==> src/rtl/aes256_stream_feeder.sv <==
// rtl/aes256_stream_feeder.sv - memory-to-AES-coprocessor streaming engine with status polling
module aes256_stream_feeder #(
  parameter int AW      = 16,
  parameter int CW      = 16,
  parameter int TIMEOUT = 1024
) (
  input  logic          clock,
  input  logic          reset,
  input  logic          start,
  input  logic [AW-1:0] src_base,
  input  logic [AW-1:0] dst_base,
  input  logic [CW-1:0] num_words,
  output logic          busy,
  output logic          done,
  output logic          err,
  output logic [AW-1:0] mem_addr,
  output logic          mem_re,
  input  logic [31:0]   mem_rdata,
  output logic          mem_we,
  output logic [31:0]   mem_wdata,
  output logic [3:0]    cp_addr,
  output logic          cp_write_en,
  output logic [31:0]   cp_wdata,
  input  logic [31:0]   cp_rdata
);

  localparam int IW = $clog2(TIMEOUT + 1);

  localparam logic [3:0] REG_CTRL = 4'd0;
  localparam logic [3:0] REG_IN   = 4'd13;
  localparam logic [3:0] REG_OUT  = 4'd14;

  typedef enum logic [3:0] {
    S_IDLE, S_CLR, S_RUN, S_POLL, S_MRD, S_PUSH, S_POP, S_STOP, S_DONE, S_ERR
  } state_t;

  state_t        state_q, state_d;
  logic [AW-1:0] src_q, src_d;
  logic [AW-1:0] dst_q, dst_d;
  logic [CW-1:0] num_q, num_d;
  logic [CW-1:0] in_cnt_q, in_cnt_d;
  logic [CW-1:0] out_cnt_q, out_cnt_d;
  logic [IW-1:0] idle_cnt_q, idle_cnt_d;
  logic          err_q, err_d;

  logic st_in_full, st_out_empty;
  assign st_in_full   = cp_rdata[30];
  assign st_out_empty = cp_rdata[27];

  always_ff @(posedge clock) begin
    if (!reset) begin
      state_q    <= S_IDLE;
      src_q      <= '0;
      dst_q      <= '0;
      num_q      <= '0;
      in_cnt_q   <= '0;
      out_cnt_q  <= '0;
      idle_cnt_q <= '0;
      err_q      <= 1'b0;
    end else begin
      state_q    <= state_d;
      src_q      <= src_d;
      dst_q      <= dst_d;
      num_q      <= num_d;
      in_cnt_q   <= in_cnt_d;
      out_cnt_q  <= out_cnt_d;
      idle_cnt_q <= idle_cnt_d;
      err_q      <= err_d;
    end
  end

  always_comb begin
    state_d    = state_q;
    src_d      = src_q;
    dst_d      = dst_q;
    num_d      = num_q;
    in_cnt_d   = in_cnt_q;
    out_cnt_d  = out_cnt_q;
    idle_cnt_d = idle_cnt_q;
    err_d      = err_q;
    case (state_q)
      S_IDLE: begin
        if (start) begin
          src_d      = src_base;
          dst_d      = dst_base;
          num_d      = num_words;
          in_cnt_d   = '0;
          out_cnt_d  = '0;
          idle_cnt_d = '0;
          err_d      = 1'b0;
          if (num_words == '0) begin
            state_d = S_DONE;
          end else if (num_words[1:0] != 2'b00) begin
            // the coprocessor only ever emits whole 128-bit blocks
            state_d = S_ERR;
            err_d   = 1'b1;
          end else begin
            state_d = S_CLR;
          end
        end
      end
      S_CLR: state_d = S_RUN;
      S_RUN: state_d = S_POLL;
      S_POLL: begin
        // draining first keeps the output FIFO from ever backing up
        if (out_cnt_q == num_q) begin
          state_d = S_STOP;
        end else if (!st_out_empty) begin
          state_d = S_POP;
        end else if ((in_cnt_q < num_q) && !st_in_full) begin
          state_d = S_MRD;
        end else begin
          idle_cnt_d = idle_cnt_q + 1'b1;
          if (idle_cnt_q == IW'(TIMEOUT - 1)) begin
            state_d = S_ERR;
            err_d   = 1'b1;
          end
        end
      end
      S_MRD: state_d = S_PUSH;
      S_PUSH: begin
        in_cnt_d   = in_cnt_q + 1'b1;
        idle_cnt_d = '0;
        state_d    = S_POLL;
      end
      S_POP: begin
        out_cnt_d  = out_cnt_q + 1'b1;
        idle_cnt_d = '0;
        state_d    = S_POLL;
      end
      S_STOP: state_d = S_DONE;
      S_DONE: state_d = S_IDLE;
      S_ERR:  state_d = S_IDLE;
      default: state_d = S_IDLE;
    endcase
  end

  always_comb begin
    busy        = 1'b0;
    done        = 1'b0;
    err         = err_q;
    mem_addr    = '0;
    mem_re      = 1'b0;
    mem_we      = 1'b0;
    mem_wdata   = 32'd0;
    cp_addr     = REG_CTRL;
    cp_write_en = 1'b0;
    cp_wdata    = 32'd0;
    case (state_q)
      S_CLR: begin
        busy        = 1'b1;
        cp_write_en = 1'b1;
        cp_wdata    = 32'h2;
      end
      S_RUN: begin
        busy        = 1'b1;
        cp_write_en = 1'b1;
        cp_wdata    = 32'h1;
      end
      S_POLL: busy = 1'b1;
      S_MRD: begin
        busy     = 1'b1;
        mem_re   = 1'b1;
        mem_addr = src_q + AW'(in_cnt_q);
      end
      S_PUSH: begin
        busy        = 1'b1;
        cp_addr     = REG_IN;
        cp_write_en = 1'b1;
        cp_wdata    = mem_rdata;
      end
      S_POP: begin
        busy        = 1'b1;
        cp_addr     = REG_OUT;
        cp_write_en = 1'b1;
        mem_we      = 1'b1;
        mem_addr    = dst_q + AW'(out_cnt_q);
        mem_wdata   = cp_rdata;
      end
      S_STOP: begin
        busy        = 1'b1;
        cp_write_en = 1'b1;
      end
      S_DONE: done = 1'b1;
      S_ERR:  cp_write_en = 1'b1;
      default: ;
    endcase
  end

endmodule

==> config.mk <==
export PLATFORM = sky130hd
export DESIGN_NAME = aes256_stream_feeder
export DESIGN_NICKNAME = d
export VERILOG_FILES = /design/src/rtl/aes256_stream_feeder.sv
export SDC_FILE = /design/constraint.sdc
export NUM_CORES = 1
export LEC_CHECK = 0
export BUFFER_PORTS_ARGS = -buffer_cell sky130_fd_sc_hd__buf_2
export CORE_ASPECT_RATIO = 0.6
export CORE_MARGIN = 1
export CORE_UTILIZATION = 47
export CTS_BUF_LIST = sky130_fd_sc_hd__clkbuf_16
export DETAILED_ROUTE_END_ITERATION = 6
export GPL_TIMING_DRIVEN = 0
export PLACE_DENSITY = 0.74
export SYNTH_ARGS = -nofsm -noshare
export SYNTH_HDL_FRONTEND = slang
export SYNTH_SLANG_ARGS = --single-unit
==> constraint.sdc <==
create_clock -name clock -period 5 [get_ports clock]
set_input_delay 0 -clock clock [delete_from_list [all_inputs] [get_ports clock]]
set_output_delay 0 -clock clock [all_outputs]
set_load 0.05 [all_outputs]
-- Word level (Yosys, flattened, before mapping)
Index checks and enable logic that the tools add are counted.
- add/sub/neg operators: 5
- $lt $le $gt $ge: 1
- equal/unequal tests: 17
- mux-type cells: 33
- reduce and logical (&&, ||, !) cells: 19
- operators by type and width (operator ; number):
    $pmux 16 s2 ; 3
    $pmux 32 s3 ; 1
    $mux 11 ; 4
    $pmux 11 s3 ; 1
    $add 16x1->16 const B ; 2
    $add 16x16->16 ; 2
    $mux 32 ; 1
    $mux 4 ; 7
    $pmux 4 s6 ; 1
    $eq 16x16->1 ; 1
    $eq 4x3->1 const B ; 4
    $logic_not 16->1 ; 1
    $lt 16x16->1 ; 1
    $mux 16 ; 1
    $mux 1 ; 12
    $add 11x1->11 const B ; 1
    $eq 11x10->1 const B ; 1
    $ne 2x2->1 const B ; 5
    $eq 4x2->1 const B ; 2
    $eq 4x4->1 const B ; 2
    $pmux 4 s2 ; 1
    $reduce_and 2->1 ; 4
    $reduce_bool 2->1 ; 4
    $reduce_or 7->1 ; 1
    other kinds (12) ; 12
- register bits: 96
- word-level logic and storage cells: 83

-- Logic depth before layout (Yosys ltp)
- depth after elaboration: 6
- mapped depth: 11
- gate-level depth less buffers: 11

-- Worst setup path after synthesis
No wires, ideal clock.
- path kind: reg2out
- start: reg out_cnt_q[0]
- end: out mem_addr[12]
- data arrival time: 2.795 ns
- setup slack: 2.205 ns
- cell stages (with the launch flop): 12
- path buffers: 0
- cells stage by stage: dfxtp_1 -> ha_1 -> inv_1 -> fa_1 -> nor2b_1 -> o21ai_1 -> a21o_1 -> a211oi_1 -> or3_1 -> a21oi_1 -> xor2_1 -> o22ai_1
- cells in the longest elaborated chain, start to end: 2
- RTL lines (item ; line ; RTL):
    start: declaration ; 42 ; logic [CW-1:0] out_cnt_q, out_cnt_d;
    start signal: assignment ; 66 ; out_cnt_q <= out_cnt_d;
    $add 16x16->16 ; 177 ; mem_addr = dst_q + AW'(out_cnt_q);
    $pmux 16 s2 ; 149 ; case (state_q)
    end: declaration ; 16 ; output logic [AW-1:0] mem_addr,
Every way passes these cells.

-- Final worst setup path
- start: reg out_cnt_q[0]
- end: out mem_addr[14]
Same word-level chain as after synthesis.

==> impl_metrics.toml <==
[clock_tree]
clkTransAtPathRegs_ns = 0.07
root_buffer = "clkbuf_16"
clockBufferDepth = 2
tritoncts = "built"
postCtsSetupRepairBufs = 0
clk-insertion-delay-late_ns = 0.35
cts-resized-gates = 0
cts_hold_buf = 51
htreeDepth = 3
cts_made_buffers = 9
clock-sinks = 96

[timing]
grt_setup_unrepaired = "no"
final.setup.tns_ns = 0
hold_ws_ns = 0.0970
relSlewSlack = 0.305
worstMarginPinSlew_ns = 1.03
min_period_ns = 3.29
setup_viol = 0
period_share = 0.659
fmax_mhz = 304
finClkSkew_ns = 0.00622
final_max_slew_viol_count = 0
finalHoldViolations = 0

[floorplan]
die_w_um = 154
io-pin-count = 205
initial_core_util = 0.494
die_h_um = 93.3
placementRows = 32
core_um2 = 13200
dieArea_um2 = 14400

[placement]
port_buffers = 204
postPlaceCellArea_um2 = 7770
gp_congestion = 1.03
dp_hpwl_um = 16300

[synth]
ys.flop_type = "dfxtp_1"
synth_area_um2 = 6530
synth_top_area_frac = 0.294
yosysTopAreaCell = "dfxtp_1"
synthCells = 848
synth_cell_type_count = 56
synth_nets = 1013
ys_warn_count = 0
synth-async-reset-ratio = 0
ys_seq_area_frac = 0.294
synth-edff-count = 0
syn_avg_cell_area_um2 = 7.70
synth_area_leaders = "dfxtp_1, ha_1, nand2_1, and2_1, a21boi_0"
ys_seq_elements = 96

[global_routing]
grt_pass1_wl_um = 32700
grt_max_degree = 16
grt_use_total = 0.295
antenna_found_initial = 0
grt_pass1_vias = 6403
gr-total-overflow = 0

[setup_path]
reg2reg_from = "num_q[9]$_SDFFE_PN0P_"
crit_path_end_kind = "primary output"
startpoint_type = "flop"
crit_type = "reg -> out"
r2r_setup_slack_ns = 1.95
rr_endpoint = "state_q[0]$_SDFFE_PN0P_"
r2r_cells = 11
crit_fanout = 5
crit_required_ns = 5.00
crit_arrival_ns = 3.29

[routing]
vias = 7108
wl_per_cell_um = 16.4
ant_nets = 0
via_per_inst = 5.51
drt_iter0_drc = 604
drc = 0
dr.pass1.iters = 5
drt-total-wl_um = 21100

[min_path]
hold_end = "idle_cnt_q[1]$_SDFFE_PN0P_"
holdCritStartpoint = "reset"
worst_hold_path_type = "in -> reg"
min_path_cells = 3

[outcome]
status = "completed"

[cells_and_area]
drive_above_1_share = 0.205
syn_to_final_growth_pct = 31.1
diodes = 0
nets = 1279
design_area_um2 = 8560

[pwr]
peakVddDrop_uv = 212
powerDensity_nw_per_um2 = 290
leakagePower_uw = 0.00407

[job]
maxCapViolations = 0
flip-flops by register name, indices dropped and copies added (netlist names):
name,cells
dst_q,16
in_cnt_q,16
num_q,16
out_cnt_q,16
src_q,16
idle_cnt_q,11
state_q,4
err,1
per-layer routing:
metal  vias up  track usage  share of wire
li1       3486            -              -
met2       356        0.438           0.41
met1      3226        0.422           0.46
met3        40       0.0714           0.11
met5         -            0              0
met4         0       0.0792          0.018
cells in the final DEF, fill, tap and decap left out, types with 4 or more instances in the layout:
| master | netlist | routed |
|---|---|---|
| a211o_1 | 4 | 4 |
| inv_1 | 27 | 28 |
| ha_1 | 48 | 48 |
| buf_2 | 2 | 206 |
| clkbuf_16 | 0 | 9 |
| o21ai_0 | 32 | 32 |
| nor3_1 | 15 | 15 |
| o21ai_1 | 5 | 5 |
| nor4_1 | 9 | 9 |
| o31ai_1 | 8 | 8 |
| a22o_1 | 4 | 4 |
| or3_1 | 15 | 15 |
| nand2_1 | 134 | 134 |
| nand4_1 | 6 | 6 |
| and2_1 | 73 | 73 |
| nand2b_1 | 5 | 5 |
| dlygate4sd3_1 | 0 | 51 |
| a21o_1 | 11 | 11 |
| a211oi_1 | 5 | 5 |
| o22ai_1 | 12 | 12 |
| dfxtp_1 | 96 | 96 |
| xnor2_1 | 14 | 14 |
| nand3_1 | 32 | 32 |
| nor2b_1 | 6 | 6 |
| a21oi_1 | 43 | 43 |
| nor2_1 | 51 | 51 |
| xor2_1 | 37 | 37 |
| o21a_1 | 7 | 7 |
| and3_1 | 13 | 13 |
| clkbuf_1 | 34 | 34 |
| a21boi_0 | 53 | 53 |
| o211ai_1 | 4 | 4 |
| or4_1 | 6 | 6 |
cells by family (layout without fill, tap and decap cells):
logic type / Yosys count / count (layout) / share of synthesized area
AOI/OAI and AO/OA: 208 / 208 / 0.211
and+or+nand+nor: 372 / 372 / 0.280
buffers and inverters: 67 / 338 / 0.0423
xor gates and xnor gates: 51 / 51 / 0.0684
muxes: 4 / 4 / 0.00632
DFF: 96 / 96 / 0.294
adders and majority gates: 50 / 50 / 0.0981
cells in the mapped netlist, types with 3 or more instances:
cell	count
o21ai_1	5
nor2b_1	6
nand4_1	6
nand2b_1	5
o211ai_1	4
xnor2_1	14
ha_1	48
or4_1	6
nor2_1	51
o21ai_0	32
a21boi_0	53
a211oi_1	5
a211o_1	4
xor2_1	37
nor4_1	9
dfxtp_1	96
a21o_1	11
nand2_1	134
o21a_1	7
clkbuf_1	34
o31ai_1	8
o22ai_1	12
a22o_1	4
nor3_1	15
and2_1	73
a21oi_1	43
or3_1	15
a31oi_1	3
and3_1	13
inv_1	27
nand3_1	32
mux2i_1	3
worst max-delay path, stage by stage (launching register included):
cell	delay, ns
dfxtp_1	0.48
ha_1	0.31
inv_1	0.09
fa_1	0.42
nor2b_1	0.13
o21ai_1	0.09
a21o_1	0.20
a211oi_1	0.34
or3_1	0.19
a31o_1	0.15
xnor2_1	0.06
o22ai_1	0.18
buf_2	0.31
through the flow:
stage               instances  total power [µW]  worst slack, ns   util
floorplan                 848              1490             2.20      -
global placement         1222              1740             2.16  0.588
detailed placement       1222              1750             2.11  0.588
CTS                      1289              2460             1.73  0.648
global route             1289              2620             1.53  0.648
finish                   1289              2480             1.71  0.648
how the worst max path moves through the flow:
stage,cells after the start,to,start
final,12,mem_addr[14],out_cnt_q[0]$_SDFFE_PN0P_
after global routing,12,mem_addr[12],out_cnt_q[0]$_SDFFE_PN0P_
after CTS,12,mem_addr[14],out_cnt_q[0]$_SDFFE_PN0P_
after detailed placement,12,mem_addr[14],out_cnt_q[0]$_SDFFE_PN0P_
after global placement,12,mem_addr[14],out_cnt_q[0]$_SDFFE_PN0P_
after floorplan,11,mem_addr[12],out_cnt_q[0]$_SDFFE_PN0P_
power breakdown:
part	internal [µW]	switching, µW	leakage [µW]
Sequential	845	72.7	0.000780
Clock	384	301	0.000142
Combinational	307	571	0.00314
Total	1540	945	0.00407
layout make-up:
type / count / area (µm²)
tap: 170 / 213
timing repair buffer: 255 / 1530
buffer: 40 / 175
clock buffer: 9 / 225
fill: 1155 / 4650
clock inverter: 7 / 62.6
multi-input combinational: 685 / 4330
sequential: 96 / 1920
inverter: 27 / 101
No activity file was read; power rests on OpenSTA's default activity.
